--- src/rtl/mem_access_arbiter_pkg.sv ---
// Shared constants for the two-port memory access arbiter: FSM state
// encoding and requester port identifiers.
package mem_access_arbiter_pkg;

    localparam logic [1:0] IDLE    = 2'd0;
    localparam logic [1:0] ISSUE   = 2'd1;
    localparam logic [1:0] CAPTURE = 2'd2;
    localparam logic [1:0] DONE    = 2'd3;

    localparam logic PORT0 = 1'b0;
    localparam logic PORT1 = 1'b1;

endpackage

--- src/rtl/rr_pick2.sv ---
// Two-way round-robin select: a lone requester always wins, a tie goes to
// the port that was not granted last.
module rr_pick2
    import mem_access_arbiter_pkg::*;
(
    input  logic req0,
    input  logic req1,
    input  logic last_gnt,
    output logic valid,
    output logic winner
);

    logic w_tie;

    assign w_tie  = req0 & req1;
    assign valid  = req0 | req1;
    assign winner = w_tie ? ((last_gnt == PORT0) ? PORT1 : PORT0)
                          : (req1 ? PORT1 : PORT0);

endmodule

--- src/rtl/mem_access_arbiter.sv ---
// Round-robin arbiter and sequencer in front of a single-port synchronous
// memory: grants one port, drives one access, returns a one-cycle ack.
module mem_access_arbiter
    import mem_access_arbiter_pkg::*;
#(
    parameter int ADDR_WIDTH = 2,
    parameter int WORD_WIDTH = 8,
    parameter int WORD_DEPTH = 4
) (
    input  logic                  clk,
    input  logic                  rst_n,
    input  logic                  req0,
    input  logic                  req1,
    input  logic                  wr0,
    input  logic                  wr1,
    input  logic [ADDR_WIDTH-1:0] addr0,
    input  logic [ADDR_WIDTH-1:0] addr1,
    input  logic [WORD_WIDTH-1:0] wdata0,
    input  logic [WORD_WIDTH-1:0] wdata1,
    output logic                  ack0,
    output logic                  ack1,
    output logic [WORD_WIDTH-1:0] rdata,
    output logic                  busy,
    output logic                  mem_we_n,
    output logic [ADDR_WIDTH-1:0] mem_adrs,
    output logic [WORD_WIDTH-1:0] mem_d_in,
    input  logic [WORD_WIDTH-1:0] mem_q
);

    if (WORD_DEPTH != 2 ** ADDR_WIDTH) begin : g_depth_check
        $error("WORD_DEPTH must equal 2**ADDR_WIDTH");
    end

    logic [1:0]            r_state;
    logic                  r_winner;
    logic                  r_wr;
    logic                  r_last_gnt;
    logic [WORD_WIDTH-1:0] r_rdata;
    logic                  r_we_n;
    logic [ADDR_WIDTH-1:0] r_adrs;
    logic [WORD_WIDTH-1:0] r_d_in;

    logic                  w_valid;
    logic                  w_winner;
    logic                  w_win_wr;
    logic [ADDR_WIDTH-1:0] w_win_addr;
    logic [WORD_WIDTH-1:0] w_win_wdata;

    rr_pick2 u_pick (
        .req0     (req0),
        .req1     (req1),
        .last_gnt (r_last_gnt),
        .valid    (w_valid),
        .winner   (w_winner)
    );

    assign w_win_wr    = (w_winner == PORT1) ? wr1    : wr0;
    assign w_win_addr  = (w_winner == PORT1) ? addr1  : addr0;
    assign w_win_wdata = (w_winner == PORT1) ? wdata1 : wdata0;

    // NOTE: state registers use non-blocking assignments so every register
    // samples the pre-edge values of the others, independent of statement order.
    always_ff @(posedge clk or negedge rst_n) begin
        if (!rst_n) begin
            r_state    <= IDLE;
            r_winner   <= PORT0;
            r_wr       <= 1'b0;
            r_last_gnt <= PORT1;
            r_rdata    <= '0;
            r_we_n     <= 1'b1;
            r_adrs     <= '0;
            r_d_in     <= '0;
        end else begin
            case (r_state)
                IDLE: begin
                    if (w_valid) begin
                        r_winner <= w_winner;
                        r_wr     <= w_win_wr;
                        r_adrs   <= w_win_addr;
                        r_d_in   <= w_win_wdata;
                        r_we_n   <= ~w_win_wr;
                        r_state  <= ISSUE;
                    end else begin
                        r_we_n <= 1'b1;
                    end
                end
                ISSUE: begin
                    // Strobe lasts exactly one cycle: memory has sampled it on this edge.
                    r_we_n  <= 1'b1;
                    r_state <= r_wr ? DONE : CAPTURE;
                end
                CAPTURE: begin
                    r_rdata <= mem_q;
                    r_state <= DONE;
                end
                DONE: begin
                    r_last_gnt <= r_winner;
                    r_state    <= IDLE;
                end
                default: r_state <= IDLE;
            endcase
        end
    end

    assign ack0     = (r_state == DONE) && (r_winner == PORT0);
    assign ack1     = (r_state == DONE) && (r_winner == PORT1);
    assign busy     = (r_state != IDLE);
    assign rdata    = r_rdata;
    assign mem_we_n = r_we_n;
    assign mem_adrs = r_adrs;
    assign mem_d_in = r_d_in;

endmodule

--- config.mk ---
export PLATFORM = sky130hd
export DESIGN_NAME = mem_access_arbiter
export DESIGN_NICKNAME = d
export VERILOG_FILES = /design/src/rtl/mem_access_arbiter_pkg.sv /design/src/rtl/rr_pick2.sv /design/src/rtl/mem_access_arbiter.sv
export SDC_FILE = /design/constraint.sdc
export NUM_CORES = 1
export LEC_CHECK = 0
export CAP_MARGIN = 20
export CORE_MARGIN = 3
export CORE_UTILIZATION = 41
export CTS_BUF_LIST = sky130_fd_sc_hd__clkbuf_2
export CTS_CLUSTER_SIZE = 12
export DETAILED_ROUTE_END_ITERATION = 8
export PLACE_DENSITY = 0.93
export REMOVE_ABC_BUFFERS = 1
export SETUP_SLACK_MARGIN = 0.3
export SLEW_MARGIN = 25
export SYNTH_ARGS = -nofsm -noshare
export SYNTH_HDL_FRONTEND = slang
export SYNTH_HIERARCHICAL = 1
export SYNTH_SLANG_ARGS = --single-unit
--- constraint.sdc ---
create_clock -name clk -period 1.9 [get_ports clk]
set_input_delay 0.475 -clock clk [delete_from_list [all_inputs] [get_ports clk]]
set_output_delay 0.475 -clock clk [all_outputs]
set_load 0.05 [all_outputs]
; Word-level counts from Yosys, hierarchy flattened
; Cells that the tools add are included.
[classes]
addsub = 0
mul = 0
n_div = 0
order_cmp = 0
n_eq_ne = 4
shifts = 0
muxes = 11
bitwise_logic = 4
n_reduce_logical = 6
[op_table]
columns = operator, count
row1 = $mux 8, 1
row2 = $pmux 2 s4, 1
row3 = $mux 1, 6
row4 = $eq 2x2->1 const B, 2
row5 = $mux 2, 2
row6 = $reduce_bool 2->1, 2
row7 = $eq 2x1->1 const B, 1
row8 = $logic_and 1x1->1, 2
row9 = $logic_not 2->1, 1
row10 = $ne 2x1->1 const B, 1
row11 = $not 1->1, 2
row12 = $pmux 1 s2, 1
row13 = $reduce_and 2->1, 1
row14 = $and 1x1->1, 1
row15 = $or 1x1->1, 1
[totals]
reg_bits = 24
latch_bits = 0
ram_bits = 0
mem_bits_ro = 0
in_bits = 34
out_inout_bits = 22
elab_cells = 33
n_memories = 0

; Longest topological paths before layout
[depth]
depth_word = 6
depth_mapped = 6
depth_no_buf = 5

; Cells and area by module
; Netlist, hierarchy kept.
[modules_own_cells]
columns = mod, n_inst, cells_per_inst, area_each_um2, seq_area_each_um2
row1 = mem_access_arbiter, 1, 89, 1094.8, 603.1
row2 = rr_pick2, 1, 2, 13.8, 0.0

; Least setup slack after synthesis
; Ideal clock, no wire load.
[synth_timing]
kind = flip-flop to output port
start = register r_state[1]
end = output ack0
t_arrival_ps = 1279
t_required_ps = 1425
slack_ps = 146
path_stages_with_launch = 3
n_path_buf = 0
cell_sequence = dfrtp_1 -> ha_1 -> nor2b_1
[synth_via]
elab_chain_cells = 2
[synth_rtl]
columns = element, line_no
row1 = start: declaration, mem_access_arbiter.sv:34  ; logic [1:0] r_state;
row2 = start signal: assignment, mem_access_arbiter.sv:90  ; r_state <= r_wr ? DONE : CAPTURE;
row3 = $eq 2x2->1, mem_access_arbiter.sv:105  ; assign ack0 = (r_state == DONE) && (r_winner == PORT0);
row4 = $logic_and 1x1->1, mem_access_arbiter.sv:105
row5 = end: declaration, mem_access_arbiter.sv:20  ; output logic ack0,
; No other way between the ends.

; Worst setup path after layout
; Ends and elaborated chain as after synthesis.

==> metrics.cfg <==
[die]
die_w_um=58
placementRows=18
core_area_mm2=0.00252
fp.dieH_um=58
die_area_mm2=0.00336
initial_core_util=0.439
num_io_pins=56

[grt]
grt-ovfl-total=0
grt_max_degree=25
grt_pass1_wl_mm=4.44
grt_pass1_vias=980
grt_usage=0.172
antenna_found_initial=0

[yosys]
yosysWarnings=6
avgSynthCellArea_um2=12.2
yosysSeqAreaShare=0.544
synth-edff-count=0
netlist_top_cells_area=dfrtp_1 (50%), mux2_2 (10%), mux2i_1 (9.9%)
ys_ff_latch=24
synth_area_mm2=0.00111
synth_flop_cell=dfrtp_1
synth_top_area_share=0.497
async_flop_share=1.00
synth_cells=91
synth_area_leader_cell=dfrtp_1
synth_cell_types=22

[clock_tree]
clk-insertion-delay-late_ps=350
ctsHoldBuffers=0
cts_buffers=3
numClockSinks=24
h-tree-depth=1
cts_max_path_buffers=2
cts_tree=done
path_clk_slew_ps=250
root_buffer=clkbuf_2

[worst_setup_path]
cpPeakStageDelay_ps=470
worstSetupStartpointType=flip-flop
critPathSlowestCell=dfrtp_1
path_cells=ha_2 > nor2b_4 > buf_12
crit_path_end_kind=primary output
crit_buf_inv=1
crit_fanout=4
cp.arrival_ps=1350
cpLargestDelayFamily=flip-flops
setup.worst_path.class=reg -> out
crit_required_ps=1420

[pwr]
clkPwrFrac=0.097
p_sw_frac=0.464
p_int_mw=1.87
ir_worst_vdd_mv=1.29
p_switching_mw=1.61
seqPwrFrac=0.268
p_leak_nw=0.845
powerDensity_mw_per_mm2=1890
total_power_mw=3.48
combPwrFrac=0.635

[timing]
slew_viol_final=0
post-route-min-period_ps=1830
max_freq_ghz=0.547
setup-violations-final=0
hold_violations=0
fin_skew_ps=32.8
rsz0062_at_grt=yes
maxSlewHeadroom=0.797
holdWs_ps=430
tightest_slew_ps=304
finalCritPeriodShare=0.962

[drt]
routed-via-count=921
dr.pass1.iters=4
ant_nets=0
drcViolationCount=0
wl_per_cell_um=14.2
viasPerCell=4.95
drt_iter0_markers=40
routed_wirelength_mm=2.63

[hold_path]
worst_hold_path_type=in -> async

[placement]
portBuffers=55
dp.cells=176
hpwl_mm=2.07
gp_congestion=0.742
place_area_mm2=0.00171

[cells_and_area]
antenna_cells=0
seqCellArea_um2=603
design_area_mm2=0.00184
area_growth_pct=65.8
fillers=164
fin_cells=186
multi_input_area_um2=505
fin_nets=196
utilization=0.729
drive_above_1_share=0.365

[status]
status=completed

[flow_run]
cap_violations=0

## cell families after synthesis
group	Yosys count	synth area share
flip-flops	24	0.544
multiplexers	22	0.211
AND/OR/NAND/NOR	17	0.0666
AO/OA/AOI/OAI	16	0.0880
buffers and inverters	7	0.0339
adder cells (fa/ha/maj)	5	0.0564
## cell usage after synthesis, types with 2 or more instances
master and n:
dfstp_2 2, buf_2 3, dfrtp_1 22, o21ai_1 9, mux2i_1 11, nor2_1 2
mux2_2 10, inv_1 3, nand2_1 11, nor2b_1 2, ha_1 5
## placed cells by master, fill, tap and decap left out, types with 2 or more instances in the layout
cell and instances:
clkdlybuf4s50_1 33, o21ai_1 9, mux2_2 10, buf_4 27, mux2i_1 11, buf_12 5
nor2_1 2, ha_4 2, inv_2 2, ha_1 2, clkbuf_2 3, dfrtp_1 22
nand2_1 11, dfstp_2 2
## power by group through the flow
| stage | logic (mW) | clock network [mW] | registers [mW] |
|---|---|---|---|
| 5_1_grt | 2.34 | 0.367 | 0.969 |
| 2_1_floorplan | 0.635 | 0 | 1.60 |
| 3_3_place_gp | 1.97 | 0 | 0.925 |
| 3_5_place_dp | 2.03 | 0 | 0.941 |
| 6_report | 2.21 | 0.337 | 0.932 |
| 4_1_cts | 2.17 | 0.347 | 0.937 |
## through the flow
step | TNS (ps) | setup WS [ps]
after floorplan | -23.4 | -23.4
after global placement | 0 | 116
after detailed placement | 0 | 31.0
after CTS | 0 | 63.5
after global routing | -8.18 | -8.18
final | 0 | 72.0
## cell type report
type,instances,share of cell area
Clock inverter,1,0.0163
Inverter,3,0.00749
Timing Repair Buffer,65,0.344
Clock buffer,3,0.00817
Multi-Input combinational cell,60,0.275
Tap cell,30,0.0204
Sequential cell,24,0.328
## what timing repair did
action,4_1_cts,5_1_grt
pin swaps,1,0
cloned,0,0
gates resized for setup,10,2
endpoints found under the setup margin,4,8
setup buffers,4,2
endpoints found under the hold margin,0,0
## flip-flops by register name (all words and copies together), names as in the netlist
register / flops
r_winner: 1
rdata: 8
r_wr: 1
mem_we_n: 1
r_state: 2
mem_d_in: 8
mem_adrs: 2
r_last_gnt: 1
## path summary, 6_finish.rpt
kind	from	end	slack [ps]	cells after the start
worst max-delay path	r_state[1]$_DFFE_PN0P_	ack0	70	3
worst min-delay path	rst_n	rdata[6]$_DFFE_PN0N_	430	2
worst max register to register	r_state[0]$_DFFE_PN0P_	rdata[5]$_DFFE_PN0N_	450	5
worst min register to register	mem_adrs[0]$_DFFE_PN0P_	mem_adrs[0]$_DFFE_PN0P_	520	2
max in group asynchronous	rst_n	mem_we_n$_DFFE_PN1P_	1180	2
min in group clk	mem_adrs[0]$_DFFE_PN0P_	mem_adrs[0]$_DFFE_PN0P_	520	2
## layer usage
layer | GRT usage | vias to the layer above | share of wire
met2 | 0.318 | 43 | 0.52
met4 | 0.0596 | 0 | 0
met1 | 0.191 | 428 | 0.38
met5 | 0 | - | 0
li1 | - | 450 | -
met3 | 0.0423 | 0 | 0.10
## worst register-to-register path, cell delays in order (launching register included)
cell and delay [ps]:
dfrtp_1 470, inv_2 90, buf_4 110, buf_4 130, ha_4 200, mux2_2 350
(Power assumes the default switching activity.)
